==> config.mk <==
export PLATFORM = sky130hd
export DESIGN_NAME = acc_load_unit_flat
export DESIGN_NICKNAME = d
export VERILOG_FILES = /design/src/rtl/acc_load_unit_if.sv /design/src/rtl/acc_load_unit.sv /design/src/flat_wrapper.sv
export SDC_FILE = /design/constraint.sdc
export NUM_CORES = 1
export LEC_CHECK = 0
export ABC_AREA = 1
export CORE_ASPECT_RATIO = 0.7
export CORE_UTILIZATION = 40
export CTS_BUF_LIST = sky130_fd_sc_hd__clkbuf_4
export DETAILED_ROUTE_END_ITERATION = 8
export PLACE_DENSITY = 0.82
export REMOVE_ABC_BUFFERS = 1
export SLEW_MARGIN = 25
export SYNTH_ARGS = -nofsm -noshare
export SYNTH_HDL_FRONTEND = slang
export SYNTH_SLANG_ARGS = --single-unit
==> constraint.sdc <==
create_clock -name clk -period 1.6 [get_ports clk]
set_clock_uncertainty 0.05 [all_clocks]
set_input_delay 0.32 -clock clk [delete_from_list [all_inputs] [get_ports clk]]
set_output_delay 0.32 -clock clk [all_outputs]
set_load 0.01 [all_outputs]
==> src/rtl/acc_load_unit_if.sv <==
`default_nettype none
// ---------------------------------------------------------------------------
// acc_load_unit_if : source-select / accumulator bus for acc_load_unit  (rev 1.0)
// ---------------------------------------------------------------------------
interface acc_load_unit_if #(
   parameter int len_data = 16,
   parameter int num_src  = 3,
   parameter int len_sel  = 2
) ();
   logic [len_sel-1:0]          SelA;
   logic                        WrAcc;
   logic [num_src*len_data-1:0] src_bus;
   logic [len_data-1:0]         acc;
   logic                        stall;
   logic                        load_done;
   logic                        acc_zero;
   logic                        acc_neg;

   modport master (
      output SelA, WrAcc, src_bus,
      input  acc, stall, load_done, acc_zero, acc_neg
   );

   modport slave (
      input  SelA, WrAcc, src_bus,
      output acc, stall, load_done, acc_zero, acc_neg
   );
endinterface
`default_nettype wire

==> src/rtl/acc_load_unit.sv <==
`default_nettype none
// ---------------------------------------------------------------------------
// acc_load_unit : accumulator loader with multi-cycle data-memory wait  (rev 1.0)
// ---------------------------------------------------------------------------
module acc_load_unit #(
   parameter int len_data = 16,
   parameter int num_src  = 3,
   parameter int len_sel  = 2,
   parameter int mem_lat  = 2
) (
   input  wire logic        clk,
   input  wire logic        reset,
   acc_load_unit_if.slave   bus
);
   localparam int cnt_w = $clog2(mem_lat + 1);

   typedef enum logic [0:0] {
      IDLE     = 1'b0,
      WAIT_MEM = 1'b1
   } state_t;

   state_t              state_q, state_d;
   logic [cnt_w-1:0]    cnt_q, cnt_d;
   logic [len_data-1:0] acc_q, acc_d;
   logic                stall_q, stall_d;
   logic                load_done_q, load_done_d;
   logic [len_data-1:0] sel_data;

   // Codes at or beyond num_src fall through to zero.
   always_comb begin
      sel_data = '0;
      for (int k = 1; k < num_src; k++) begin
         if (bus.SelA == len_sel'(k)) begin
            sel_data = bus.src_bus[k*len_data +: len_data];
         end
      end
   end

   always_comb begin
      state_d     = state_q;
      cnt_d       = cnt_q;
      acc_d       = acc_q;
      stall_d     = stall_q;
      load_done_d = 1'b0;
      case (state_q)
         IDLE: begin
            if (bus.WrAcc) begin
               if (bus.SelA == '0) begin
                  state_d = WAIT_MEM;
                  cnt_d   = cnt_w'(mem_lat - 1);
                  stall_d = 1'b1;
               end else begin
                  acc_d       = sel_data;
                  load_done_d = 1'b1;
               end
            end
         end
         WAIT_MEM: begin
            // Requests arriving here are dropped; upstream holds them until stall falls.
            if (cnt_q != '0) begin
               cnt_d = cnt_q - 1'b1;
            end else begin
               acc_d       = bus.src_bus[0 +: len_data];
               stall_d     = 1'b0;
               load_done_d = 1'b1;
               state_d     = IDLE;
            end
         end
         default: begin
            state_d = IDLE;
            stall_d = 1'b0;
         end
      endcase
   end

   always_ff @(posedge clk) begin
      if (reset) begin
         state_q     <= IDLE;
         cnt_q       <= '0;
         acc_q       <= '0;
         stall_q     <= 1'b0;
         load_done_q <= 1'b0;
      end else begin
         state_q     <= state_d;
         cnt_q       <= cnt_d;
         acc_q       <= acc_d;
         stall_q     <= stall_d;
         load_done_q <= load_done_d;
      end
   end

   assign bus.acc       = acc_q;
   assign bus.stall     = stall_q;
   assign bus.load_done = load_done_q;
   assign bus.acc_zero  = (acc_q == '0);
   assign bus.acc_neg   = acc_q[len_data-1];
endmodule
`default_nettype wire

==> src/flat_wrapper.sv <==
// flat-port wrapper written by rule: the top's interface ports become plain ports
module acc_load_unit_flat 
#(
   parameter int len_data = 16,
   parameter int num_src  = 3,
   parameter int len_sel  = 2,
   parameter int mem_lat  = 2
)
  (clk, reset, bus_SelA, bus_WrAcc, bus_src_bus, bus_acc, bus_stall, bus_load_done, bus_acc_zero, bus_acc_neg);
  acc_load_unit_if #(.len_data(len_data), .num_src(num_src), .len_sel(len_sel)) bus_i ();
  input  wire logic clk;
  input  wire logic reset;
  input wire logic [$bits(bus_i.SelA)-1:0] bus_SelA;
  input wire logic [$bits(bus_i.WrAcc)-1:0] bus_WrAcc;
  input wire logic [$bits(bus_i.src_bus)-1:0] bus_src_bus;
  output wire logic [$bits(bus_i.acc)-1:0] bus_acc;
  output wire logic [$bits(bus_i.stall)-1:0] bus_stall;
  output wire logic [$bits(bus_i.load_done)-1:0] bus_load_done;
  output wire logic [$bits(bus_i.acc_zero)-1:0] bus_acc_zero;
  output wire logic [$bits(bus_i.acc_neg)-1:0] bus_acc_neg;
  assign bus_i.SelA = bus_SelA;
  assign bus_i.WrAcc = bus_WrAcc;
  assign bus_i.src_bus = bus_src_bus;
  assign bus_acc = bus_i.acc;
  assign bus_stall = bus_i.stall;
  assign bus_load_done = bus_i.load_done;
  assign bus_acc_zero = bus_i.acc_zero;
  assign bus_acc_neg = bus_i.acc_neg;
  acc_load_unit #(.len_data(len_data), .num_src(num_src), .len_sel(len_sel), .mem_lat(mem_lat)) u_core (.clk(clk), .reset(reset), .bus(bus_i));
endmodule
Word level (Yosys, flattened, before mapping). Index checks and enable logic that the tools add are counted.

Add/sub/neg operators: 1. Equality and inequality tests: 7. Mux-type cells: 22. Bitwise gates (word level): 1. Reduce and logical (&&, ||, !) cells: 6.

Operator list (number): 16-bit 2-to-1 mux (5); 16-bit case mux with 2 select lines (1); 16-bit logical NOT (1); 1-bit 2-to-1 mux (9); 3-bit AND reduction (3); 2-bit inequality test (second input constant) (4); 2-bit 2-to-1 mux (3); 1-bit case mux with 2 select lines (3); 2-bit case mux with 2 select lines (1); 2-bit by 1-bit == test with 1-bit output (second input constant) (1); 2-bit == test (second input constant) (1); 2-bit logical NOT (1); 2-bit by 1-bit inequality test with 1-bit output (second input constant) (1); 2-bit nonzero test (1); 2-bit by 1-bit subtractor with 2-bit output (second input constant) (1); 1-bit NOT (1).

Register bits: 21. Logic and storage cells: 42.

Logic depth before layout (Yosys ltp).
Depth in word-level cells: 6. Mapped depth: 9. Gate-level depth less buffers: 8.

Worst setup path after synthesis. No wires, ideal clock.

Path kind: register to output. Start point: register u_core.acc_q[9], in the netlist u_core.bus.acc[9]. End point: output bus_acc_zero. Data arrival time: 0.917 ns. Required time: 1.230 ns. Setup slack: 0.313 ns. Stages on the path, launching flop included: 5. Buffers on the path: 0. Cell sequence: dfxtp_1 > inv_1 > nand4_1 > or2_2 > nor2_1.

Cells in the longest elaborated chain, start to end: 1.

RTL lines: from (decl) (RTL line acc_load_unit.sv:24) `logic [len_data-1:0] acc_q, acc_d;`; from (signal assigned) (RTL line acc_load_unit.sv:80) `acc_q <= '0;`; from (signal assigned) (RTL line acc_load_unit.sv:86) `acc_q <= acc_d;`; 16-bit logical NOT (RTL line acc_load_unit.sv:95) `assign bus.acc_zero = (acc_q == '0);`; to (decl) (RTL line flat_wrapper.sv:19) `output wire logic [$bits(bus_i.acc_zero)-1:0] bus_acc_zero;`.

No other way between the ends.

Worst setup path in the final report.
Start point: register u_core.acc_q[3], in the netlist u_core.bus.acc[3]. End point: output bus_acc_zero.

The elaborated chain is that of the path after synthesis.

==> results.cfg <==
[run_status]
status = complete, but fails checks
violations = setup timing

[timing]
finalSetupViolations = 1
setup_tns_ns = -0.0701
fmax_mhz = 599
worst_slack_ns = -0.0701
finalMaxSlewViolations = 0
whs_ns = 0.445
rsz0062_at_grt = true
finalHoldViolations = 0
worst_pin_slew_ns = 0.309
slew_headroom = 0.793
period_minus_slack_ns = 1.67
timing.final.crit_share = 1.04

[grt]
antenna_found_initial = 0
grt_pass1_wl_um = 7630
grt_use_total = 0.260
grt_pass1_vias = 1774
grt_max_degree = 29
grt.overflow.total = 0

[worst_setup_path]
slowest_delay_ns = 0.33
crit_path_top_delay_cell = dfxtp_1
critPathArrivalTime_ns = 1.30
crit_buf_inv = 2
r2r_start = u_core.state_q
r2r.worst_path.cells = 6
critPathMaxFanout = 2
critPathTopFamily = simple AND/OR/NAND/NOR gates
crit_path_end_kind = primary output
r2r_setup_slack_ns = 0.17
r2r-end = u_core.bus.acc[10]
worst_ep_required_time_ns = 1.23
start_kind = flop
cp_cell_sequence = inv_1, nand4_1, or2_4, nor2_2, buf_2
crit_start = u_core.bus.acc[3]
worstSetupPathType = flop to primary output

[final_layout]
utilization = 0.746
n_antenna_cell = 0
area_growth_pct = 69.6
stdcell_count = 379
drive_above_1_share = 0.181
seq_area_um2 = 427
multi_input_area_um2 = 837
nFillCells = 259
final_nets = 388

[job]
maxCapViolations = 0

[detailed_routing]
first_iter_violations = 134
drt_first_pass_iters = 4
vias = 1878
ant_nets = 0
viasPerCell = 4.96
drc = 0
routedWlPerCell_um = 12.7
drt-total-wl_um = 4810

[cts]
cts_tree = yes
cts_buffers = 3
clockRootBuffer = clkbuf_4
clock_sinks = 21
post_cts_buffers = 0
htree_levels = 1
cts.path.max_buffers = 2
clk_pin_slew_ns = 0.11
clock_latency_ns = 0.30

[placed_design]
place.gp.congestion = 0.868
portBuffers = 72
dp.cells = 375
dpl.hpwl_um = 3620

[power_and_ir_drop]
power.density_mw_per_mm2 = 593
ir_worst_vdd_uv = 381
finalPower_mw = 1.46
leakagePower_nw = 1.21

[yosys]
yosys.area.top_type = dfxtp_1
synth.most_common_cell = nand3_1
syn-instance-count = 238
ys_ff_latch = 21
ys_seq_area_frac = 0.290
avgSynthCellArea_um2 = 6.09
syn_area_mm2 = 0.00145
netlist_top_cells_area = dfxtp_1 29%, nand3_1 19%, nand2_1 13%, nor2_1 9.6%, a21oi_1 6.9%
yosysWarningCount = 0
synth_ff_type = dfxtp_1
synth-edff-count = 0
synth.cells.most_frequent = 54 x nand3_1, 52 x nand2_1, 37 x nor2_1, 22 x inv_1, 21 x dfxtp_1
yosysUniqueCellTypes = 19
synth_top_area_frac = 0.290
async_reset_ff_frac = 0

[hold_path]
min_from = u_core.cnt_q[1]
hold_end = u_core.cnt_q[1]
hold_path_depth = 2
hold_path_class = flop to flop

[floorplanning]
core-area_mm2 = 0.00330
fp.dieArea_mm2 = 0.00387
io_pins = 73
initial_core_util = 0.440
chipHeight_um = 52.4
rows = 17
die_width_um = 74.0
area by class of cell:
type                    instances  share of cell area
repair buffers                105               0.410
multi-input cells             176               0.340
flip-flops and latches         21               0.173
inverters                      26              0.0397
well taps                      47              0.0239
clock buffers                   4              0.0122
routing by layer:
layer / GRT usage / up-vias / wire (um)
met3: 0.0558 / 10 / 411
met1: 0.315 / 830 / 2120
li1: - / 947 / -
met5: 0 / - / 0
met4: 0.0833 / 0 / 97
met2: 0.459 / 91 / 2180
worst min-delay path: cells and delay by family (launching register included):
family,cells,cell delay [ns]
AOI/OAI and AO/OA,1,0.06
DFF,1,0.33
and+or+nand+nor,1,0.07
logic make-up after synthesis:
logic type               after synthesis  synth area share
adder cells (fa/ha/maj)                2            0.0173
flip-flops                            21             0.290
AND/OR/NAND/NOR                      153             0.481
buffers and inverters                 41             0.140
AO/OA/AOI/OAI                         21            0.0725
power breakdown:
group | switching (mW) | internal [mW]
logic | 0.263 | 0.330
registers | 0.0247 | 0.566
clock network | 0.161 | 0.114
cell usage in the layout (no fill, tap or decap), drive strengths merged:
| cell type | instances |
|---|---|
| dlymetal6s2s | 4 |
| nor2 | 40 |
| clkbuf | 4 |
| nand2 | 53 |
| dfxtp | 21 |
| clkinv | 1 |
| or2 | 2 |
| ha | 2 |
| nor3 | 1 |
| inv | 25 |
| o21ai | 1 |
| clkdlybuf4s50 | 53 |
| nand4 | 2 |
| buf | 34 |
| nand3 | 55 |
| dlygate4sd2 | 14 |
| a21oi | 20 |
timing repair:
action,4_1_cts,5_1_grt
setup endpoints to repair,15,9
pin swaps,0,2
hold buffers,0,0
gates resized for setup,18,18
how the worst max path moves through the flow:
stage                     slack [ns]                end  cells after the start
after floorplan                -0.26  u_core.bus.acc[0]                      6
after global placement         -0.15       bus_acc_zero                      5
after detailed placement       -0.17       bus_acc_zero                      5
after CTS                      -0.11       bus_acc_zero                      5
after global routing           -0.19       bus_acc_zero                      6
final                          -0.07       bus_acc_zero                      5
through the flow:
stage / worst slack, ns / area [um^2]
2_1_floorplan: -0.259 / 1350
3_3_place_gp: -0.146 / 2420
3_5_place_dp: -0.171 / 2420
4_1_cts: -0.114 / 2430
5_1_grt: -0.189 / 2460
6_report: -0.0701 / 2460
state kept, by name, indices dropped and copies added (netlist names):
register              flops
u_core.bus.acc           16
u_core.bus.stall          1
u_core.bus.load_done      1
u_core.cnt_q              2
u_core.state_q            1
Note: power is estimated with default switching activity, not from simulation.
